$ cat src/rtl/i2c_target_pkg.sv
// Shared types and constants for the I2C register target.
// Latency: n/a (types only).
// Backpressure: n/a (types only).
package i2c_target_pkg;

  localparam int BYTE_W = 8;

  localparam logic I2C_ACK  = 1'b0;
  localparam logic I2C_NACK = 1'b1;

  typedef enum logic [3:0] {
    ST_IDLE,
    ST_ADDR,
    ST_ADDR_ACK,
    ST_PTR,
    ST_PTR_ACK,
    ST_WDATA,
    ST_WDATA_ACK,
    ST_RDATA,
    ST_RACK,
    ST_WAIT_STOP
  } i2c_tgt_state_t;

endpackage

$ cat src/rtl/i2c_bus_sync.sv
// Synchronises raw SCL/SDA and derives edge and START/STOP pulses.
// Latency: pulses are valid 2 clk after the pin change (2-FF sync), compared to a history stage.
// Backpressure: none; pin levels are sampled every clk.
module i2c_bus_sync (
  input  logic clk,
  input  logic rst_n,
  input  logic scl_i,
  input  logic sda_i,
  output logic sda_s,
  output logic scl_rise,
  output logic scl_fall,
  output logic start_det,
  output logic stop_det
);

  logic scl_m_q, scl_m_d, scl_s_q, scl_s_d, scl_h_q, scl_h_d;
  logic sda_m_q, sda_m_d, sda_s_q, sda_s_d, sda_h_q, sda_h_d;

  // Shift chain: metastability stage, stable stage, one-cycle history.
  always_comb begin
    scl_m_d = scl_i;
    scl_s_d = scl_m_q;
    scl_h_d = scl_s_q;
    sda_m_d = sda_i;
    sda_s_d = sda_m_q;
    sda_h_d = sda_s_q;
  end

  // Idle bus level is high, so every stage resets to 1 to avoid false edges.
  always_ff @(posedge clk) begin
    if (!rst_n) begin
      scl_m_q <= 1'b1;
      scl_s_q <= 1'b1;
      scl_h_q <= 1'b1;
      sda_m_q <= 1'b1;
      sda_s_q <= 1'b1;
      sda_h_q <= 1'b1;
    end else begin
      scl_m_q <= scl_m_d;
      scl_s_q <= scl_s_d;
      scl_h_q <= scl_h_d;
      sda_m_q <= sda_m_d;
      sda_s_q <= sda_s_d;
      sda_h_q <= sda_h_d;
    end
  end

  assign sda_s     = sda_s_q;
  assign scl_rise  = scl_s_q & ~scl_h_q;
  assign scl_fall  = ~scl_s_q & scl_h_q;
  assign start_det = scl_s_q & sda_h_q & ~sda_s_q;
  assign stop_det  = scl_s_q & ~sda_h_q & sda_s_q;

endmodule

$ cat src/rtl/i2c_target_regs.sv
// I2C target with an NREGS x 8 register file: pointer+data writes, auto-incrementing reads.
// Latency: sda_oe updates 3 clk after a raw SCL falling edge; wr_strobe 3 clk after the 8th SCL rise.
// Backpressure: never stretches SCL; the master paces everything, the host port is read-only.
module i2c_target_regs
  import i2c_target_pkg::*;
#(
  parameter logic [6:0] DEV_ADDR = 7'h50,
  parameter int         NREGS    = 16,
  localparam int        PW       = $clog2(NREGS)
) (
  input  logic              clk,
  input  logic              rst_n,
  input  logic              scl_i,
  input  logic              sda_i,
  output logic              sda_oe,
  output logic              busy,
  output logic              wr_strobe,
  output logic [PW-1:0]     wr_addr,
  output logic [BYTE_W-1:0] wr_data,
  input  logic [PW-1:0]     host_raddr,
  output logic [BYTE_W-1:0] host_rdata
);

  logic sda_s, scl_rise, scl_fall, start_det, stop_det;

  i2c_bus_sync u_sync (
    .clk       (clk),
    .rst_n     (rst_n),
    .scl_i     (scl_i),
    .sda_i     (sda_i),
    .sda_s     (sda_s),
    .scl_rise  (scl_rise),
    .scl_fall  (scl_fall),
    .start_det (start_det),
    .stop_det  (stop_det)
  );

  i2c_tgt_state_t    state_q, state_d;
  logic [3:0]        bitcnt_q, bitcnt_d;
  logic [BYTE_W-1:0] shift_q, shift_d;
  logic [PW-1:0]     ptr_q, ptr_d;
  logic              rw_q, rw_d;
  logic              busy_q, busy_d;
  logic              sda_oe_q, sda_oe_d;
  logic              wr_strobe_q, wr_strobe_d;
  logic [PW-1:0]     wr_addr_q, wr_addr_d;
  logic [BYTE_W-1:0] wr_data_q, wr_data_d;
  logic [BYTE_W-1:0] regs_q [NREGS];
  logic [BYTE_W-1:0] regs_d [NREGS];

  logic [BYTE_W-1:0] rx_byte;
  logic [BYTE_W-1:0] rd_byte;
  logic [PW-1:0]     ptr_inc;

  // Protocol engine. bitcnt==8 in a receive state means "byte done, ACK on next SCL fall";
  // in RACK, 8 means "awaiting master ACK bit" and 0 means "next byte loaded, drive on fall".
  always_comb begin
    rx_byte     = {shift_q[BYTE_W-2:0], sda_s};
    rd_byte     = regs_q[ptr_q];
    ptr_inc     = ptr_q + PW'(1);
    state_d     = state_q;
    bitcnt_d    = bitcnt_q;
    shift_d     = shift_q;
    ptr_d       = ptr_q;
    rw_d        = rw_q;
    busy_d      = busy_q;
    sda_oe_d    = sda_oe_q;
    wr_strobe_d = 1'b0;
    wr_addr_d   = wr_addr_q;
    wr_data_d   = wr_data_q;
    regs_d      = regs_q;

    if (start_det) begin
      state_d  = ST_ADDR;
      bitcnt_d = 4'd0;
      sda_oe_d = 1'b0;
      busy_d   = 1'b0;
    end else if (stop_det) begin
      state_d  = ST_IDLE;
      sda_oe_d = 1'b0;
      busy_d   = 1'b0;
    end else begin
      case (state_q)
        ST_IDLE: ;

        ST_ADDR, ST_PTR, ST_WDATA: begin
          if (scl_rise && bitcnt_q != 4'd8) begin
            shift_d  = rx_byte;
            bitcnt_d = bitcnt_q + 4'd1;
            if (bitcnt_q == 4'd7) begin
              if (state_q == ST_ADDR) begin
                if (rx_byte[7:1] == DEV_ADDR) begin
                  busy_d = 1'b1;
                  rw_d   = rx_byte[0];
                end else begin
                  state_d = ST_WAIT_STOP;
                end
              end else if (state_q == ST_PTR) begin
                ptr_d = rx_byte[PW-1:0];
              end else begin
                regs_d[ptr_q] = rx_byte;
                wr_strobe_d   = 1'b1;
                wr_addr_d     = ptr_q;
                wr_data_d     = rx_byte;
                ptr_d         = ptr_inc;
              end
            end
          end else if (scl_fall && bitcnt_q == 4'd8) begin
            sda_oe_d = 1'b1;
            if (state_q == ST_ADDR)     state_d = ST_ADDR_ACK;
            else if (state_q == ST_PTR) state_d = ST_PTR_ACK;
            else                        state_d = ST_WDATA_ACK;
          end
        end

        ST_ADDR_ACK: begin
          if (scl_fall) begin
            if (!rw_q) begin
              sda_oe_d = 1'b0;
              state_d  = ST_PTR;
              bitcnt_d = 4'd0;
            end else begin
              shift_d  = rd_byte;
              sda_oe_d = ~rd_byte[7];
              state_d  = ST_RDATA;
              bitcnt_d = 4'd1;
            end
          end
        end

        ST_PTR_ACK, ST_WDATA_ACK: begin
          if (scl_fall) begin
            sda_oe_d = 1'b0;
            state_d  = ST_WDATA;
            bitcnt_d = 4'd0;
          end
        end

        ST_RDATA: begin
          if (scl_fall) begin
            if (bitcnt_q == 4'd8) begin
              sda_oe_d = 1'b0;
              state_d  = ST_RACK;
            end else begin
              shift_d  = {shift_q[BYTE_W-2:0], 1'b0};
              sda_oe_d = ~shift_q[BYTE_W-2];
              bitcnt_d = bitcnt_q + 4'd1;
            end
          end
        end

        ST_RACK: begin
          if (scl_rise && bitcnt_q == 4'd8) begin
            if (sda_s == I2C_ACK) begin
              ptr_d    = ptr_inc;
              shift_d  = regs_q[ptr_inc];
              bitcnt_d = 4'd0;
            end else begin
              state_d = ST_WAIT_STOP;
            end
          end else if (scl_fall && bitcnt_q == 4'd0) begin
            sda_oe_d = ~shift_q[BYTE_W-1];
            state_d  = ST_RDATA;
            bitcnt_d = 4'd1;
          end
        end

        ST_WAIT_STOP: sda_oe_d = 1'b0;

        default: begin
          state_d  = ST_IDLE;
          sda_oe_d = 1'b0;
        end
      endcase
    end
  end

  // State, outputs and register file; everything clears on reset.
  always_ff @(posedge clk) begin
    if (!rst_n) begin
      state_q     <= ST_IDLE;
      bitcnt_q    <= 4'd0;
      shift_q     <= '0;
      ptr_q       <= '0;
      rw_q        <= 1'b0;
      busy_q      <= 1'b0;
      sda_oe_q    <= 1'b0;
      wr_strobe_q <= 1'b0;
      wr_addr_q   <= '0;
      wr_data_q   <= '0;
      for (int i = 0; i < NREGS; i++) regs_q[i] <= '0;
    end else begin
      state_q     <= state_d;
      bitcnt_q    <= bitcnt_d;
      shift_q     <= shift_d;
      ptr_q       <= ptr_d;
      rw_q        <= rw_d;
      busy_q      <= busy_d;
      sda_oe_q    <= sda_oe_d;
      wr_strobe_q <= wr_strobe_d;
      wr_addr_q   <= wr_addr_d;
      wr_data_q   <= wr_data_d;
      for (int i = 0; i < NREGS; i++) regs_q[i] <= regs_d[i];
    end
  end

  assign sda_oe     = sda_oe_q;
  assign busy       = busy_q;
  assign wr_strobe  = wr_strobe_q;
  assign wr_addr    = wr_addr_q;
  assign wr_data    = wr_data_q;
  assign host_rdata = regs_q[host_raddr];

endmodule

$ cat config.mk
export PLATFORM = sky130hd
export DESIGN_NAME = i2c_target_regs
export DESIGN_NICKNAME = d
export VERILOG_FILES = /design/src/rtl/i2c_target_pkg.sv /design/src/rtl/i2c_bus_sync.sv /design/src/rtl/i2c_target_regs.sv
export SDC_FILE = /design/constraint.sdc
export NUM_CORES = 1
export LEC_CHECK = 0
export BUFFER_PORTS_ARGS = -buffer_cell sky130_fd_sc_hd__buf_2
export CAP_MARGIN = 30
export CORE_MARGIN = 4
export CORE_UTILIZATION = 57
export DETAILED_ROUTE_END_ITERATION = 10
export GPL_ROUTABILITY_DRIVEN = 0
export PLACE_DENSITY_LB_ADDON = 0.12
export REMOVE_ABC_BUFFERS = 1
export SLEW_MARGIN = 15
export SYNTH_ARGS = -nofsm -noshare
export SYNTH_HDL_FRONTEND = slang
export SYNTH_SLANG_ARGS = --single-unit
$ cat constraint.sdc
create_clock -name clk -period 3.85 [get_ports clk]
set_input_delay 1.155 -clock clk [delete_from_list [all_inputs] [get_ports clk]]
set_output_delay 1.155 -clock clk [all_outputs]
set_load 0.005 [all_outputs]
# [After elaboration in Yosys (flattened, before gate mapping)]
# Cells that the tools add are included.
[totals] regBits=170 output_inout_bits=23 elab_cells=202
[classes] add_sub_neg=2 order_cmp=4 eq_ne=46 n_mux=66 bitwise=26 reduce_logical=25
[ops] op="bitwise mux 128 bit" n=1
[ops] op="two-way mux 8 bit" n=14
[ops] op="two-way mux 4 bit" n=26
[ops] op="binary-select mux 8 bit (select 4 bit)" n=3
[ops] op="demux 8 bit (select 4 bit)" n=1
[ops] op="case mux 8 bit (4 select lines)" n=1
[ops] op="!= test 2 bit (second input constant)" n=15
[ops] op="!= test 5 bit (second input constant)" n=5
[ops] op="case mux 4 bit (6 select lines)" n=1
[ops] op="AND reduction 11 bit" n=2
[ops] op="equality test 4 x 3 -> 1 bit (second input constant)" n=5
[ops] op="!= test 4 bit (second input constant)" n=5
[ops] op="case mux 4 bit (5 select lines)" n=1
[ops] op="!= test 3 bit (second input constant)" n=6
[ops] op="inverter 1 bit" n=17
[ops] op="AND reduction 8 bit" n=2
[ops] op=">= comparator 5 bit (second input constant)" n=3
[ops] op="inverter 4 -> 5 bit" n=3
[ops] op="AND reduction 7 bit" n=2
[ops] op="two-way mux 1 bit" n=13
[ops] op="equality test 4 bit (second input constant)" n=3
[ops] op="AND reduction 10 bit" n=1
[ops] op="AND reduction 9 bit" n=1
[ops] op="adder 4 x 1 -> 4 bit (second input constant)" n=2
[ops] op="other kinds (21)" n=36

# [Longest topological paths before layout]
# Gate-level depths: netlist of the first run.
[logic_depth] depth_word=8 depth_mapped=11 ltp_nobuf=8

# [Modules after synthesis]
# Synthesis of the first run repeated with hierarchy kept, for this count alone.
[hier_totals] cells_unflattened=988 hier_area_um2=10348.7
[modules_own_cells] mod="i2c_target_regs" instances=1 cells_each=972 area_per_inst_um2=10161.0
[modules_own_cells] mod="i2c_bus_sync" instances=1 cells_each=16 area_per_inst_um2=187.7

# [Worst setup path before layout of the first run]
# No wires, ideal clock.
[synth_path] path_type="input to output" from="input host_raddr[0]" to="output host_rdata[0]" arrival_time_ns=2.660 t_required_ns=2.695 setup_slack_ns=0.035 path_stages=4 cell_sequence="clkbuf_1 buf_2 mux4_2 mux4_2"
[synth_between] elab_chain_len=4
[synth_rtl] item="from (decl)" line="i2c_target_regs.sv:20" text="input logic [PW-1:0] host_raddr,"
[synth_rtl] item="inverter 4 -> 5 bit (not written as such)" line="i2c_target_regs.sv:212" text="assign host_rdata = regs_q[host_raddr];"
[synth_rtl] item="binary-select mux 8 bit (select 4 bit)" line="i2c_target_regs.sv:212"
[synth_rtl] item="two-way mux 8 bit (not written as such) (2 in series)" line="i2c_target_regs.sv:212"
[synth_rtl] item="to (decl)" line="i2c_target_regs.sv:21" text="output logic [BYTE_W-1:0] host_rdata"
# No other way between the ends. The select of a mux whose other input is x is not followed.

# [Final worst setup path of the first run]
[layout_path] from="input host_raddr[0]" to="output host_rdata[3]"
# The elaborated chain is that of the path after synthesis.

==> load_flow_metrics.sql, run 1 <==
INSERT INTO impl_metrics (metric_group, metric, value, unit) VALUES
('synthesis', 'synth_area', '0.0103', 'mm^2'),
('synthesis', 'synth_adder_area_share', '0.726', '%'),
('synthesis', 'synth_xor_area_share', '0.496', '%'),
('timing', 'worst_slew_slack_as_a_fraction_of_its_limit', '40.0', '%'),
('worst_hold_path', 'hp_start', 'u_sync.sda_m_q', ''),
('detailed_routing', 'postRouteWirelength', '29800', 'um'),
('final_layout', 'layout.cells.most_common_list', 'dfxtp_1, nand2_1, mux4_2', ''),
('final_layout', 'multiInputGateArea', '0.00648', 'mm^2'),
('power_and_ir_drop', 'p_leak', '3.82', 'nW'),
('floorplan', 'rows', '48', ''),
('floorplan', 'core', '0.0175', 'mm^2'),
('global_routing', 'grt_pass1_wl', '47700', 'um'),
('clock_network', 'ctsHoldBuffers', '0', ''),
('placement', 'port-buffer-count', '30', ''),
('detailed_routing', 'length_of_routed_wiring_on_met1', '12000', 'um'),
('setup_path', 'r2r_start', 'ptr_q[1]', ''),
('worst_hold_path', 'worst_hold_path.num_cells', '1', ''),
('global_routing', 'grt_max_degree', '96', ''),
('setup_path', 'ff2ff_setup_slack', '800', 'ps'),
('detailed_routing', 'num_vias', '8713', ''),
('timing', 'fin_setup_tns', '0', 'ps'),
('final_layout', 'fillers', '1433', ''),
('synthesis', 'postSynthCellCount', '1047', ''),
('clock_network', 'clk-insertion-delay-late', '430', 'ps'),
('timing', 'fin_worst_skew', '10.1', 'ps'),
('setup_path', 'worstPathArrival', '2660', 'ps'),
('detailed_routing', 'antenna_violating_nets_left', '0', ''),
('floorplan', 'die_area', '0.0204', 'mm^2'),
('detailed_routing', 'dr.pass1.iters', '5', ''),
('detailed_routing', 'detail_route.vias_per_cell', '6.80', ''),
('floorplan', 'top_level_ports', '31', ''),
('synthesis', 'main_combinational_cell_family_by_area_after_synthesis', 'multiplexers', ''),
('timing', 'setup_viol_count_final', '0', ''),
('synthesis', 'yosys_most_used_dff', 'dfxtp_1', ''),
('power_and_ir_drop', 'power.density', '327', 'mW/mm^2'),
('clock_network', 'clk_pin_slew_worst_paths', '70', 'ps'),
('timing', 'layout_min_cycle_time', '3810', 'ps'),
('setup_path', 'crit_path_start_kind', 'primary input', ''),
('setup_path', 'worstReg2RegEnd', 'shift_q[5]', ''),
('run_status', 'status', 'finished, final reports clean', ''),
('detailed_routing', 'met2RoutedLength', '14400', 'um'),
('synthesis', 'synth_async_sr_flop_share', '0', '%'),
('synthesis', 'syn-mean-instance-area', '9.88', 'um^2'),
('timing', 'max_slew.worst_pin.slew', '899', 'ps'),
('clock_network', 'post-cts-setup-buffer-count', '0', ''),
('synthesis', 'synth_edf_count', '0', ''),
('clock_network', 'htree_levels', '4', ''),
('final_layout', 'final_net_count', '1058', ''),
('detailed_routing', 'drc_errors', '0', ''),
('clock_network', 'cts_buffer_depth', '2', ''),
('synthesis', 'synth_warnings', '0', ''),
('floorplan', 'fp.dieW', '143', 'um'),
('setup_path', 'critPathCaptureType', 'primary output', ''),
('final_layout', 'final_layout_size_suffix_gt1_share', '22.2', '%'),
('global_routing', 'grt_overflow', '0', ''),
('setup_path', 'critical_path_required', '2690', 'ps'),
('setup_path', 'reg2reg_depth', '9', ''),
('floorplan', 'die-height', '143', 'um'),
('detailed_routing', 'routed-wl-met3', '2440', 'um'),
('synthesis', 'yosys-mux-area-fraction', '29.2', '%'),
('worst_hold_path', 'whs_endpoint', 'u_sync.sda_s', ''),
('placement', 'dpl.hpwl', '21000', 'um'),
('synthesis', 'basic_gate_share_of_the_synthesized_area_counting_and_or_nand_and_nor_cells', '18.5', '%'),
('timing', 'finalMaxSlewViolations', '0', ''),
('power_and_ir_drop', 'power', '0.00372', 'W'),
('synthesis', 'synth.yosys.seq_area_share', '32.9', '%'),
('clock_network', 'tritoncts_clock_tree', 'built', ''),
('synthesis', 'ys_types', '63', ''),
('timing', 'unrepaired_setup_endpoints_after_global_routing', 'no', ''),
('clock_network', 'cts.sink_count', '170', ''),
('worst_hold_path', 'min-delay-path-class', 'reg -> reg', '');
Yosys cell counts, types with 4 or more instances:
cell type | number | share of area [%]
xor2_1 | 4 | 0.34
o21ai_0 | 27 | 1.3
nor2b_1 | 38 | 2.3
nand3_1 | 102 | 4.9
ha_1 | 6 | 0.73
mux2i_1 | 64 | 6.2
a21boi_0 | 71 | 5.2
a2111oi_0 | 6 | 0.51
clkbuf_1 | 58 | 2.1
dfxtp_1 | 170 | 33
buf_2 | 24 | 1.2
nor3_1 | 13 | 0.63
a21boi_1 | 40 | 2.9
nor2_1 | 23 | 0.83
a31oi_1 | 8 | 0.48
inv_1 | 9 | 0.33
buf_4 | 8 | 0.58
o22ai_1 | 6 | 0.36
buf_1 | 9 | 0.33
mux4_2 | 105 | 23
and2_1 | 7 | 0.42
nand2b_1 | 10 | 0.60
a21oi_1 | 21 | 1.0
nand2_1 | 165 | 6.0
worst max path at each step:
stage / from / end / slack [ps]
floorplan: ptr_q[0] / shift_q[1] / -1480
global placement: host_raddr[0] / host_rdata[5] / -20
detailed placement: host_raddr[0] / host_rdata[3] / -40
CTS: host_raddr[0] / host_rdata[3] / 40
global route: host_raddr[0] / host_rdata[3] / 2
finish: host_raddr[0] / host_rdata[3] / 40
per-layer routing:
| metal | vias up | global-route usage, % |
|---|---|---|
| met5 | - | 0 |
| met4 | 0 | 10.7 |
| met3 | 70 | 4.96 |
| met2 | 495 | 49.0 |
| met1 | 4279 | 41.2 |
| li1 | 3869 | - |
cell type report:
class	count	area share, %
inverter	9	0.298
timing repair buffer	78	4.79
tap	225	2.48
clock inverter	9	1.22
multi-input combinational	768	57.1
sequential	170	30.0
clock buffer	22	4.09
antenna	1	0.0220
kinds of logic after synthesis:
logic type,after synthesis
AO/OA/AOI/OAI,202
AND/OR/NAND/NOR,385
buffers and inverters,109
XOR/XNOR,5
multiplexers,170
adder cells (fa/ha/maj),6
flip-flops,170
through the flow:
stage	setup slack [ps]	utilization, %	std cells	hold slack (ps)	instance area, um^2
2_1_floorplan	-1480	-	947	386	9900
3_3_place_gp	-15.2	61.2	1250	403	10700
3_5_place_dp	-35.2	61.2	1250	406	10700
4_1_cts	39.8	64.7	1281	422	11300
5_1_grt	1.57	64.7	1282	447	11400
6_report	39.9	64.7	1282	433	11400
state kept, by name (all words and copies together), names as in the netlist, 4 cells and up:
signal and flops:
wr_data 8, shift_q 8, state_q 4, wr_addr 4, regs_q 128, ptr_q 4, bitcnt_q 4
where the power goes:
group	internal [W]	switching, W	total (W)
clock	0.00106	0.000729	0.00179
combinational	0.0000689	0.0000895	0.000158
sequential	0.00176	0.00000798	0.00177
total	0.00289	0.000826	0.00372
what timing repair did:
action | in CTS | in global routing
endpoints found under the setup margin | 7 | 1
hold endpoints to repair | 0 | 0
pin swaps | 0 | 0
gates resized for setup | 1 | 1
worst max-delay path, cell delays in order:
cell    delay, ps
buf_4         160
buf_4         170
mux4_2        500
mux4_2        510
buf_2         150
Power figures use the tool's default switching activity.
==> run 2, diff against run 1 <==
Settings changed: CORE_MARGIN 4 to unset.
==> load_flow_metrics.sql, run 2 (same netlist as run 1, synthesis figures left out) <==
INSERT INTO impl_metrics (metric_group, metric, value, unit) VALUES
('final_layout', 'most_common_library_cell_in_the_layout_ignoring_fill_and_taps', 'dfxtp_1', ''),
('setup_path', 'worst_path_largest_cell_delay', '530', 'ps'),
('power_and_ir_drop', 'power', '0.00370', 'W'),
('setup_path', 'critical_path.n_buffers_inverters', '3', ''),
('run_status', 'status', 'finished, final reports clean', ''),
('timing', 'fmaxAchievable', '265', 'MHz'),
('final_layout', 'final_net_count', '1052', ''),
('placement', 'dpl.hpwl', '20300', 'um'),
('timing', 'layout_min_cycle_time', '3780', 'ps'),
('detailed_routing', 'detail_route.vias_per_cell', '6.74', ''),
('timing', 'setup_viol_count_final', '0', ''),
('global_routing', 'number_of_antenna_violations_at_the_first_check_in_global_routing', '0', ''),
('setup_path', 'worstPathArrival', '2620', 'ps'),
('final_layout', 'n_antenna_cell', '0', ''),
('detailed_routing', 'met2RoutedLength', '14700', 'um'),
('clock_network', 'tritoncts_clock_tree', 'built', ''),
('clock_network', 'cts.sink_count', '170', ''),
('final_layout', 'layout.cells.most_common_list', 'dfxtp_1, nand2_1, mux4_2', ''),
('setup_path', 'r2r_start', 'bitcnt_q[0]', ''),
('detailed_routing', 'antenna_violating_nets_left', '0', ''),
('detailed_routing', 'num_vias', '8604', ''),
('setup_path', 'critical_path.most_common_cell', 'mux4_2', ''),
('detailed_routing', 'top_layer_used', 'met4', ''),
('timing', 'worst_hold_check_slack', '424', 'ps'),
('final_layout', 'area_growth', '9.44', '%'),
('global_routing', 'grt_max_degree', '59', ''),
('power_and_ir_drop', 'p_leak', '3.81', 'nW'),
('setup_path', 'crit_path_cell_trace', 'buf_6, buf_8, mux4_2, mux4_2, buf_2', ''),
('setup_path', 'path_delay_family', 'multiplexers', ''),
('floorplan', 'fp.dieW', '137', 'um'),
('power_and_ir_drop', 'pwr-share-seq', '47.8', '%'),
('timing', 'worst_slew_slack_as_a_fraction_of_its_limit', '33.7', '%'),
('power_and_ir_drop', 'p_comb_share', '4.3', '%'),
('timing', 'fin_setup_tns', '0', 'ps'),
('floorplan', 'rows', '48', ''),
('power_and_ir_drop', 'p_sw', '0.000880', 'W'),
('placement', 'port-buffer-count', '30', ''),
('detailed_routing', 'routed-wl-met3', '2270', 'um'),
('clock_network', 'cts-buffers-inserted', '17', ''),
('setup_path', 'critical_path_required', '2690', 'ps'),
('worst_hold_path', 'min-delay-path-class', 'reg -> reg', ''),
('timing', 'fin_worst_skew', '17.2', 'ps'),
('clock_network', 'htree_levels', '4', ''),
('setup_path', 'worstSetupPathDepth', '5', ''),
('setup_path', 'timing.critical_path.slowest_stage_cell', 'mux4_2', ''),
('setup_path', 'startpoint', 'host_raddr[0]', ''),
('setup_path', 'crit_path_start_kind', 'primary input', ''),
('power_and_ir_drop', 'power.share.clock', '47.9', '%'),
('timing', 'timing.final.crit_share', '98.1', '%'),
('setup_path', 'worstReg2RegEnd', 'regs_q[74]', ''),
('detailed_routing', 'drt-wirelength-per-cell', '23.0', 'um'),
('power_and_ir_drop', 'peakVddDrop', '318', 'uV'),
('setup_path', 'critPathCaptureType', 'primary output', ''),
('detailed_routing', 'drc_errors', '0', ''),
('global_routing', 'groute.usage.overall', '33.3', '%'),
('clock_network', 'clk_pin_slew_worst_paths', '70', 'ps'),
('power_and_ir_drop', 'power.density', '327', 'mW/mm^2'),
('clock_network', 'clock-root-buffer', 'clkbuf_16', ''),
('detailed_routing', 'dr.pass1.iters', '8', ''),
('global_routing', 'grt_pass1_vias', '8177', ''),
('clock_network', 'cts_buffer_depth', '2', ''),
('setup_path', 'critical_path_class', 'in -> out', ''),
('detailed_routing', 'postRouteWirelength', '29400', 'um'),
('timing', 'finalHoldViolCount', '0', ''),
('floorplan', 'die_area', '0.0187', 'mm^2'),
('final_layout', 'final_layout_size_suffix_gt1_share', '22.0', '%'),
('floorplan', 'die-height', '137', 'um'),
('clock_network', 'clk-insertion-delay-late', '450', 'ps'),
('detailed_routing', 'drt_iter0_markers', '1033', ''),
('setup_path', 'cp-endpoint', 'host_rdata[2]', ''),
('timing', 'finalMaxSlewViolations', '0', ''),
('global_routing', 'grt_overflow', '0', ''),
('global_routing', 'grt_pass1_wl', '46200', 'um'),
('setup_path', 'maximum_fanout_along_the_worst_path', '7', ''),
('setup_path', 'ff2ff_setup_slack', '840', 'ps'),
('final_layout', 'top_register', 'regs_q', ''),
('floorplan', 'top_level_ports', '31', ''),
('detailed_routing', 'length_of_routed_wiring_on_met1', '11500', 'um'),
('flow_run', 'maxCapViolations', '0', ''),
('final_layout', 'fin_util', '64.5', '%'),
('timing', 'max_slew.worst_pin.slew', '993', 'ps'),
('timing', 'unrepaired_setup_endpoints_after_global_routing', 'no', ''),
('power_and_ir_drop', 'power.share.switching', '23.8', '%'),
('floorplan', 'core', '0.0175', 'mm^2'),
('power_and_ir_drop', 'power.internal', '0.00282', 'W'),
('final_layout', 'largest_register_ffs', '128', ''),
('setup_path', 'reg2reg_depth', '8', ''),
('floorplan', 'initial_cell_density_of_the_core', '59.0', '%');
-- run 2: worst min-delay path by stage --
stage | from | endpoint | cells past startpoint
final | u_sync.sda_m_q | u_sync.sda_s | 1
after global placement | u_sync.sda_m_q | u_sync.sda_s | 1
after global routing | u_sync.sda_m_q | u_sync.sda_s | 1
after CTS | u_sync.sda_m_q | u_sync.sda_s | 1
after floorplan | u_sync.scl_m_q | u_sync.scl_h_d | 1
after detailed placement | u_sync.sda_m_q | u_sync.sda_s | 1
-- run 2: per-stage QoR --
stage          area, um^2  setup slack [ps]  cells
2_1_floorplan        9900             -1480    947
3_3_place_gp        10700              5.54   1243
3_5_place_dp        10700             -16.2   1243
4_1_cts             11300              14.1   1276
5_1_grt             11300              40.9   1276
6_report            11300              73.3   1276
-- run 2: timing repair --
item,CTS,global route
gates cloned,1,0
resized for setup,3,3
hold buffers,0,0
endpoints found under the hold margin,0,0
setup buffers,0,0
endpoints found under the setup margin,2,5
-- run 2: power by group through the flow --
stage	Sequential (W)	Clock, W	Combinational [W]
after CTS	0.00177	0.00179	0.000157
after global routing	0.00177	0.00186	0.000170
after detailed placement	0.00181	0	0.000152
after floorplan	0.00182	0	0.0000660
final	0.00177	0.00177	0.000160
after global placement	0.00181	0	0.000152
-- run 2: layer usage --
metal	vias to the layer above	global-route usage [%]
li1	3854	-
met4	0	12.3
met3	86	6.56
met5	-	0
met1	4203	42.3
met2	461	56.0
-- run 2: final cells by class --
class,count,area [um^2]
fillers,1469,6220
clock inverters,13,155
clock buffers,19,443
repair buffers,72,518
inverters,9,33.8
flip-flops and latches,170,3410
well taps,225,282
multi-input cells,768,6480
